===== config.mk =====
export PLATFORM = sky130hd
export DESIGN_NAME = mmio_timer_responder
export DESIGN_NICKNAME = d
export VERILOG_FILES = /design/src/rtl/mmio_timer_responder_pkg.sv /design/src/rtl/timer_prescaler.sv /design/src/rtl/mmio_timer_responder.sv
export SDC_FILE = /design/constraint.sdc
export NUM_CORES = 1
export LEC_CHECK = 0
export CAP_MARGIN = 20
export CORE_ASPECT_RATIO = 1.75
export CORE_UTILIZATION = 59
export DETAILED_ROUTE_END_ITERATION = 8
export GPL_TIMING_DRIVEN = 0
export PLACE_DENSITY_LB_ADDON = 0.25
export SYNTH_ARGS = -nofsm -noshare
export SYNTH_HDL_FRONTEND = slang
export SYNTH_SLANG_ARGS = --single-unit

===== constraint.sdc =====
create_clock -name clk -period 4.5 [get_ports clk]
set_input_delay 0.45 -clock clk [delete_from_list [all_inputs] [get_ports clk]]
set_output_delay 0.45 -clock clk [all_outputs]
set_load 0.01 [all_outputs]

===== src/rtl/mmio_timer_responder_pkg.sv =====
// Shared definitions for the MMIO timer: register word indices, CTRL/STATUS bit
// positions and the timer FSM state encoding.
package mmio_timer_responder_pkg;

    localparam logic [2:0] IDX_CTRL     = 3'd0;
    localparam logic [2:0] IDX_PRESCALE = 3'd1;
    localparam logic [2:0] IDX_COMPARE  = 3'd2;
    localparam logic [2:0] IDX_COUNT    = 3'd3;
    localparam logic [2:0] IDX_STATUS   = 3'd4;

    localparam int unsigned CTRL_EN     = 0;
    localparam int unsigned CTRL_RELOAD = 1;
    localparam int unsigned CTRL_IE     = 2;
    localparam int unsigned CTRL_CLR    = 3;
    // Only EN/RELOAD/IE are stored; CLR is a self-clearing strobe.
    localparam int unsigned CTRL_BITS   = 3;

    localparam int unsigned STATUS_MATCH = 0;

    typedef enum logic [1:0] {
        StIdle = 2'd0,
        StRun  = 2'd1,
        StHalt = 2'd2
    } timer_state_e;

endpackage


===== src/rtl/timer_prescaler.sv =====
// Prescaler for the MMIO timer: counts 0..prescale while enabled and emits a
// one-cycle tick on the terminal count.
module timer_prescaler #(
    parameter int unsigned WIDTH = 16
) (
    input  logic             clk,
    input  logic             rst,
    input  logic             clr_i,
    input  logic             en_i,
    input  logic [WIDTH-1:0] prescale_i,
    output logic             tick_o
);

    localparam logic [WIDTH-1:0] One = {{(WIDTH-1){1'b0}}, 1'b1};

    logic [WIDTH-1:0] pcnt_q, pcnt_d;

    assign tick_o = en_i && (pcnt_q == prescale_i);

    always_comb begin
        pcnt_d = pcnt_q;
        if (clr_i) begin
            pcnt_d = '0;
        end else if (en_i) begin
            pcnt_d = tick_o ? '0 : pcnt_q + One;
        end
    end

    always_ff @(posedge clk or negedge rst) begin
        if (!rst) begin
            pcnt_q <= '0;
        end else begin
            pcnt_q <= pcnt_d;
        end
    end

endmodule


===== src/rtl/mmio_timer_responder.sv =====
// Memory-mapped timer responder: register bank, combinational read mux, run/halt
// FSM and 32-bit counter with compare match, sticky status and IRQ.
module mmio_timer_responder
    import mmio_timer_responder_pkg::*;
#(
    parameter int unsigned             DATA_LENGTH    = 32,
    parameter int unsigned             PRESCALE_WIDTH = 16,
    parameter logic [DATA_LENGTH-1:0]  RST_COMPARE    = 32'hFFFF_FFFF
) (
    input  logic                   clk,
    input  logic                   rst,
    input  logic [31:0]            Address,
    input  logic [DATA_LENGTH-1:0] DataIn,
    output logic [DATA_LENGTH-1:0] DataOut,
    input  logic                   Select,
    input  logic                   Write,
    output logic                   Match,
    output logic                   Irq
);

    localparam logic [DATA_LENGTH-1:0] CountOne = {{(DATA_LENGTH-1){1'b0}}, 1'b1};

    logic [2:0] idx;
    logic       wr_en, ctrl_wr, presc_wr, cmp_wr, cnt_wr, status_wr, clr_wr;
    logic       tick, hit, run_en, pcnt_clr;

    logic [CTRL_BITS-1:0]      ctrl_q, ctrl_d;
    logic [PRESCALE_WIDTH-1:0] prescale_q, prescale_d;
    logic [DATA_LENGTH-1:0]    compare_q, compare_d;
    logic [DATA_LENGTH-1:0]    count_q, count_d;
    logic                      match_flag_q, match_flag_d;
    logic                      match_pulse_q, match_pulse_d;
    timer_state_e              state_q, state_d;

    logic unused_addr;
    assign unused_addr = ^{Address[31:5], Address[1:0]};

    assign idx       = Address[4:2];
    assign wr_en     = Select && Write;
    assign ctrl_wr   = wr_en && (idx == IDX_CTRL);
    assign presc_wr  = wr_en && (idx == IDX_PRESCALE);
    assign cmp_wr    = wr_en && (idx == IDX_COMPARE);
    assign cnt_wr    = wr_en && (idx == IDX_COUNT);
    assign status_wr = wr_en && (idx == IDX_STATUS);
    assign clr_wr    = ctrl_wr && DataIn[CTRL_CLR];

    assign run_en   = (state_q == StRun);
    // The prescaler restarts on CLR and whenever the timer is freshly enabled from idle.
    assign pcnt_clr = clr_wr || ((state_q == StIdle) && ctrl_wr && DataIn[CTRL_EN]);
    assign hit      = tick && (count_q == compare_q);

    timer_prescaler #(
        .WIDTH (PRESCALE_WIDTH)
    ) u_prescaler (
        .clk        (clk),
        .rst        (rst),
        .clr_i      (pcnt_clr),
        .en_i       (run_en),
        .prescale_i (prescale_q),
        .tick_o     (tick)
    );

    always_comb begin
        ctrl_d        = ctrl_q;
        prescale_d    = prescale_q;
        compare_d     = compare_q;
        count_d       = count_q;
        match_flag_d  = match_flag_q;
        match_pulse_d = hit;

        if (ctrl_wr)  ctrl_d     = DataIn[CTRL_BITS-1:0];
        if (presc_wr) prescale_d = DataIn[PRESCALE_WIDTH-1:0];
        if (cmp_wr)   compare_d  = DataIn;

        if (tick) begin
            if (hit) begin
                count_d = ctrl_q[CTRL_RELOAD] ? '0 : count_q;
            end else begin
                count_d = count_q + CountOne;
            end
        end
        // CPU writes override whatever the tick would have done.
        if (clr_wr) count_d = '0;
        if (cnt_wr) count_d = DataIn;

        if (hit) begin
            match_flag_d = 1'b1;
        end else if (status_wr && DataIn[STATUS_MATCH]) begin
            match_flag_d = 1'b0;
        end
    end

    always_comb begin
        state_d = state_q;
        if (ctrl_wr && !DataIn[CTRL_EN]) begin
            state_d = StIdle;
        end else begin
            unique case (state_q)
                StIdle: if (ctrl_wr && DataIn[CTRL_EN]) state_d = StRun;
                StRun: begin
                    if (hit && !ctrl_q[CTRL_RELOAD] && !clr_wr && !cnt_wr) state_d = StHalt;
                end
                StHalt: if (clr_wr || cnt_wr) state_d = StRun;
                default: state_d = StIdle;
            endcase
        end
    end

    always_ff @(posedge clk or negedge rst) begin
        if (!rst) begin
            ctrl_q        <= '0;
            prescale_q    <= '0;
            compare_q     <= RST_COMPARE;
            count_q       <= '0;
            match_flag_q  <= 1'b0;
            match_pulse_q <= 1'b0;
            state_q       <= StIdle;
        end else begin
            ctrl_q        <= ctrl_d;
            prescale_q    <= prescale_d;
            compare_q     <= compare_d;
            count_q       <= count_d;
            match_flag_q  <= match_flag_d;
            match_pulse_q <= match_pulse_d;
            state_q       <= state_d;
        end
    end

    always_comb begin
        DataOut = '0;
        if (Select) begin
            case (idx)
                IDX_CTRL:     DataOut = {{(DATA_LENGTH-CTRL_BITS){1'b0}}, ctrl_q};
                IDX_PRESCALE: DataOut = {{(DATA_LENGTH-PRESCALE_WIDTH){1'b0}}, prescale_q};
                IDX_COMPARE:  DataOut = compare_q;
                IDX_COUNT:    DataOut = count_q;
                IDX_STATUS:   DataOut = {{(DATA_LENGTH-1){1'b0}}, match_flag_q};
                default:      DataOut = '0;
            endcase
        end
    end

    assign Match = match_pulse_q;
    assign Irq   = match_flag_q && ctrl_q[CTRL_IE];

endmodule

==> results.json, run 1 <==
{
  "final_core_util_pct": 72.5,
  "synth_edf_count": 0,
  "cts_tree": "done",
  "hold-worst-slack_ns": 0.195,
  "post-route-cell-area_um2": 7550,
  "via_count": 5611,
  "outcome": "finished, final reports clean",
  "grt.met1_usage_pct": 38.6,
  "cellInternalPower_mw": 1.97,
  "mappedNetlistNets": 740,
  "post_drt_wl_per_cell_um": 21.1,
  "setup_ws_ns": 0.987,
  "post_synth_mux_area_share_pct": 15.2,
  "post_synth_instance_area_um2": 6380,
  "clockRootBuffer": "clkbuf_16",
  "ys.warnings.count": 0,
  "dominantRegCellSynth": "dfrtp_1",
  "cts.htree.levels": 3,
  "multi_input_area_um2": 3530,
  "fp.dieW_um": 80.6,
  "grt_pass1_vias": 5726,
  "crit_path_end_kind": "flop",
  "dieHeight_um": 140,
  "area.growth.synth_to_final_pct": 18.4,
  "ir_worst_vdd_mv": 0.301,
  "avgSynthCellArea_um2": 9.52,
  "gpl.final_weighted_congestion": 0.939,
  "synth_xor_area_share_pct": 8.75,
  "post_layout_nonfiller_instances": 885,
  "clk_transition_reported_paths_ns": 0.07,
  "drt-total-wl_mm": 18.7,
  "placed_cells": 869,
  "initial_antenna_violation_count": 0,
  "power_frac_seq_pct": 46.5,
  "remaining_drc_errors": 0,
  "global_route.usage.met2_pct": 59.4,
  "hold_viol_final": 0,
  "global_route_wire_length_before_repair_mm": 29.6,
  "fmaxAchievable_ghz": 0.285,
  "overall_die_area_um2": 11300,
  "timing.critical_path.arrival_ns": 3.72,
  "drv.max_cap_violation_count": 0,
  "post_synth_and_or_nand_nor_area_fraction_pct": 18.1,
  "timing.critical_path.fanout_max": 10,
  "cts_setup_buffers": 0,
  "comb_power_share_pct": 26.6,
  "min_period_ns": 3.51,
  "static_leakage_nw": 2.88,
  "placed_cell_area_um2": 7260,
  "filler_cell_count": 803,
  "largest_net_degree_at_the_start_of_global_routing": 68,
  "top_usage_layer": "met2",
  "max_slew.worst_pin.slew_ns": 1.01,
  "cts_max_path_buffers": 2,
  "grt-ovfl-total": 0,
  "drt_iter0_markers": 411,
  "ys_types": 51,
  "cts_bufs_inserted": 9,
  "synth_seq_area_share_pct": 41.0,
  "num-nets-final": 823,
  "clock_power_share_pct": 26.9,
  "globalRouteMet3Util_pct": 5.38,
  "placeableCoreArea_um2": 10400,
  "post_cts_resize_count": 0,
  "synth_compound_area_share_pct": 13.0,
  "ys_async_sr_fraction_pct": 100,
  "layout-drive-gt1-share_pct": 19.4,
  "rsz0062_at_grt": "no",
  "design_power_total_mw": 2.90,
  "synthesis.instances": 670,
  "worst_slew_margin_rel_pct": 32.2,
  "initial_core_util_pct": 61.2,
  "totalNegativeSetupSlack_ns": 0,
  "pin_count": 102,
  "drt_first_pass_iters": 5,
  "insertedDiodeCount": 0,
  "all_layer_gr_usage_pct": 35.3,
  "holdBufCountCts": 0,
  "switchingPower_mw": 0.934,
  "ys_ff_latch": 103,
  "seqCellArea_um2": 2620,
  "num_rows": 49,
  "postRouteAntennaNets": 0,
  "hold_class": "primary input to asynchronous set/reset pin",
  "netSwitchingFraction_pct": 32.2,
  "place.port_buffers": 70,
  "fin_skew_ns": 0.00932,
  "timing.final.setup_violations": 0,
  "clk-insertion-delay-late_ns": 0.35,
  "dpl.hpwl_mm": 14.0,
  "placement_setup_slack_ns": 0.938,
  "criticalPathCategory": "flop to flop",
  "report.final.slew_viol_count": 0,
  "yosys.area_share.adder_pct": 0.392,
  "cts.sinks": 103,
  "crit_required_ns": 4.71,
  "timing.final.crit_share_pct": 78.1,
  "vias_per_cell": 6.34,
  "power_density_nw_per_um2": 384,
  "largest_family_of_logic_cells_by_synthesized_area": "simple AND/OR/NAND/NOR gates",
  "timing.critical_path.from_type": "flop"
}
logic make-up (layout without fill, tap and decap cells):
| group | count (synthesis) | after routing |
|---|---|---|
| AO/OA/AOI/OAI | 120 | 120 |
| XOR/XNOR | 62 | 62 |
| adder cells (fa/ha/maj) | 2 | 2 |
| buffers and inverters | 51 | 139 |
| flip-flops | 103 | 103 |
| multiplexers | 86 | 86 |
| AND/OR/NAND/NOR | 246 | 246 |
layout by cell type, fill, tap and decap left out, types with 13 or more instances in the layout:
cell,count
dfstp_2,32
mux2_2,67
xnor2_1,47
nor2_1,88
nand4_1,26
xor2_1,13
clkdlybuf4s50_1,69
a21oi_1,34
a22oi_1,27
mux2i_1,17
nand2_1,65
clkbuf_1,25
o22ai_1,22
dfrtp_1,71
critical path, cell delays in order, from the launching register on:
cell and delay (ns):
dfrtp_1 0.37, buf_4 0.17, xnor2_2 0.23, nand4_1 0.24, nor4_1 0.51, a311o_1 0.24, buf_2 0.24, and2_1 0.18
clkbuf_1 0.53, clkbuf_1 0.47, o22ai_1 0.19
Yosys cell counts, drive strengths merged (13+ instances only):
cell / instances / area (um^2)
dfrtp: 71 / 1780
o21ai: 13 / 65.1
nand4: 26 / 163
nand2: 65 / 244
nor2: 88 / 330
a22oi: 37 / 328
dfstp: 32 / 841
a21oi: 34 / 170
xor2: 13 / 114
mux2i: 17 / 170
o22ai: 22 / 138
mux2: 67 / 754
buf: 18 / 106
xnor2: 49 / 444
clkbuf: 23 / 86.3
sequential cells by signal, summed over array words and instances, names as in the netlist:
signal              count
compare_q              32
count_q                32
prescale_q             16
u_prescaler.pcnt_q     16
ctrl_q                  3
state_q                 2
Match                   1
match_flag_q            1
path summary, 6_finish.rpt:
path                            startpoint      endpoint  slack [ns]  depth (start not counted)
worst min register to register  state_q[0]    state_q[0]        0.53                          1
worst max-delay path            count_q[2]   count_q[16]        0.99                         10
max in group asynchronous              rst  compare_q[3]        3.52                          2
min in group clk                state_q[0]    state_q[0]        0.53                          1
worst max register to register  count_q[2]   count_q[16]        0.99                         10
worst min-delay path                   rst   count_q[31]        0.19                          1
per-layer routing:
metal	routed length, um	share of wire [%]
met4	1400	7.5
met5	0	0
met1	6590	35
met2	9550	51
met3	1110	6.0
power by group through the flow:
stage	sequential [mW]	clock (mW)	combinational, mW
after floorplan	1.30	0	0.530
after global placement	1.35	0	0.740
after detailed placement	1.36	0	0.762
after CTS	1.34	0.790	0.770
after global routing	1.37	0.826	0.836
final	1.35	0.782	0.772
layout make-up:
class	instances	area share [%]
buffer	41	2.55
multi-input combinational	516	46.8
clock buffer	11	3.08
clock inverter	5	0.778
inverter	10	0.497
tap	127	2.10
timing repair buffer	72	9.57
sequential	103	34.6
Power figures use the tool's default switching activity.
==> run 2: changes to the inputs <==
--- a/config.mk
+++ b/config.mk
@@ -7,7 +7,7 @@
 export LEC_CHECK = 0
 export CAP_MARGIN = 20
 export CORE_ASPECT_RATIO = 1.75
-export CORE_UTILIZATION = 59
+export CORE_UTILIZATION = 55
 export DETAILED_ROUTE_END_ITERATION = 8
 export GPL_TIMING_DRIVEN = 0
 export PLACE_DENSITY_LB_ADDON = 0.25
==> constraint.sdc (replaced) <==
create_clock -name clk -period 3.6 [get_ports clk]
set_input_delay 0.36 -clock clk [delete_from_list [all_inputs] [get_ports clk]]
set_output_delay 0.36 -clock clk [all_outputs]
set_load 0.01 [all_outputs]
==> run 2 against run 1 <==
Effect of this change:
- clock-buffer cell count did not move
- clock power rose by 20%
- global-route usage fell by 3.2 points
- via count fell by 1.6%
- register-to-register slack got worse by 0.86 ns
- critical path type unchanged
==> results.json, run 2 (synthesis results as in run 1) <==
{
  "ir_worst_vdd_mv": 0.371,
  "path_delay_family": "buffers and inverters",
  "drt_first_pass_iters": 5,
  "dieHeight_um": 144,
  "timing.critical_path.fanout_max": 10,
  "rsz0062_at_grt": "no",
  "vias_per_cell": 6.19,
  "layout-drive-gt1-share_pct": 19.5,
  "timing.critical_path.arrival_ns": 3.68,
  "most-common-layout-cells": "nor2_1 (88), dfrtp_1 (71), clkdlybuf4s50_1 (69), mux2_2 (67), nand2_1 (65)",
  "outcome": "finished, final reports clean",
  "place.port_buffers": 70,
  "post-route-cell-area_um2": 7560,
  "worst_path_max_delay_cell": "clkbuf_1",
  "grt_pass1_vias": 5566,
  "power_density_nw_per_um2": 476,
  "hold_viol_final": 0,
  "criticalPathCategory": "flop to flop",
  "global_route_wire_length_before_repair_mm": 29.5,
  "layout_commonest_cell": "nor2_1",
  "post_cts_resize_count": 0,
  "initial_antenna_violation_count": 0,
  "pin_count": 102,
  "filler_cell_count": 918,
  "min_period_ns": 3.47,
  "report.final.slew_viol_count": 0,
  "all_layer_gr_usage_pct": 32.1,
  "remaining_drc_errors": 0,
  "via_count": 5519,
  "timing.critical_path.from_type": "flop",
  "design_power_total_mw": 3.60,
  "worst-path-buf-inv": 4,
  "clockRootBuffer": "clkbuf_16",
  "cts.htree.levels": 3,
  "clk_transition_reported_paths_ns": 0.07,
  "fp.dieW_um": 83.4,
  "placed_cells": 874,
  "placeableCoreArea_um2": 11200,
  "overall_die_area_um2": 12100,
  "insertedDiodeCount": 0,
  "placed_cell_area_um2": 7280,
  "initial_core_util_pct": 56.8,
  "cts_bufs_inserted": 9,
  "fin_skew_ns": 0.00994,
  "crit_path_end_kind": "flop",
  "post_drt_wl_per_cell_um": 21.1,
  "worst_slew_margin_rel_pct": 30.3,
  "clk-insertion-delay-late_ns": 0.36,
  "num_rows": 51,
  "fmaxAchievable_ghz": 0.288,
  "hold_class": "primary input to flop",
  "timing.final.setup_violations": 0,
  "dpl.hpwl_mm": 14.1,
  "cp_common_cell": "clkbuf_1",
  "cts_max_path_buffers": 2,
  "drt_iter0_markers": 426,
  "post_layout_nonfiller_instances": 891,
  "slowest_delay_ns": 0.50,
  "totalNegativeSetupSlack_ns": 0,
  "largest_net_degree_at_the_start_of_global_routing": 67,
  "max_slew.worst_pin.slew_ns": 1.04,
  "cts_tree": "done",
  "static_leakage_nw": 2.89,
  "gpl.final_weighted_congestion": 0.933,
  "postRouteAntennaNets": 0,
  "largest_registers": "compare_q (32), count_q (32)",
  "crit_required_ns": 3.81,
  "crit_chain": "buf_4 -> xnor2_2 -> nand4_1 -> nor4_1 -> a311o_1 -> buf_2 -> and2_1 -> clkbuf_1 -> clkbuf_1 -> o22ai_1",
  "timing.final.crit_share_pct": 96.5,
  "grt-ovfl-total": 0,
  "num-nets-final": 824,
  "drv.max_cap_violation_count": 0,
  "drt-total-wl_mm": 18.8,
  "cts.sinks": 103,
  "area.growth.synth_to_final_pct": 18.5
}
==> run 2: final timing paths <==
kind | cells past startpoint | slack, ns | startpoint | endpoint
setup / recovery | 10 | 0.13 | count_q[2] | count_q[15]
hold / removal | 4 | 0.46 | Address[4] | match_flag_q
setup reg to reg | 10 | 0.13 | count_q[2] | count_q[15]
hold reg to reg | 1 | 0.54 | state_q[0] | state_q[0]
max in group asynchronous | 3 | 2.32 | rst | compare_q[4]
min in group asynchronous | 2 | 0.52 | rst | count_q[16]
==> run 2: power breakdown <==
| part | total [mW] | internal [mW] | leakage, nW | switching [mW] |
|---|---|---|---|---|
| Sequential | 1.68 | 1.44 | 1.27 | 0.243 |
| Clock | 0.940 | 0.489 | 0.140 | 0.451 |
| Combinational | 0.977 | 0.486 | 1.49 | 0.490 |
==> run 2: stage by stage <==
step / setup WS, ns / hold WS [ns] / utilization [%]
2_1_floorplan: 1.01 / 0.0644 / -
3_3_place_gp: -1.72 / 0.496 / 64.5
3_5_place_dp: 0.150 / 0.371 / 64.8
4_1_cts: 0.212 / 0.452 / 67.3
5_1_grt: 0.0460 / 0.491 / 67.3
6_report: 0.126 / 0.462 / 67.3
==> run 2: repair_timing <==
action                                  4_1_cts  5_1_grt
endpoints found under the hold margin         3        0
hold buffers                                  1        0
buffers inserted                              0        0
endpoints found under the setup margin        0        0
==> run 2: metal layers <==
layer	vias to the layer above	GRT usage [%]	wire length, um
met5	-	0	0
met4	0	18.6	977
li1	2561	-	-
met3	56	3.88	747
met2	216	57.7	9780
met1	2686	36.7	7300
==> run 2: worst min-delay path: cells and delay by family <==
kind	cells	cell delay, ns
and+or+nand+nor	2	0.20
AOI/OAI and AO/OA	1	0.07
buffers and inverters	1	0.16
==> run 2: cell type report <==
type,instances,area (um^2),area share (%)
Timing Repair Buffer,73,741,9.79
Tap cell,132,165,2.18
Multi-Input combinational cell,516,3530,46.7
Clock inverter,5,32.5,0.430
Buffer,41,193,2.55
Inverter,10,37.5,0.496
Clock buffer,11,243,3.21
Sequential cell,103,2620,34.6
==> run 3: changes to the inputs <==
--- a/config.mk
+++ b/config.mk
@@ -5,7 +5,7 @@
 export SDC_FILE = /design/constraint.sdc
 export NUM_CORES = 1
 export LEC_CHECK = 0
-export CAP_MARGIN = 20
+export CAP_MARGIN = 10
 export CORE_ASPECT_RATIO = 1.75
 export CORE_UTILIZATION = 55
 export DETAILED_ROUTE_END_ITERATION = 8
==> results of run 3 <==
The final DEF is identical to that of run 2; final timing and power are the same.
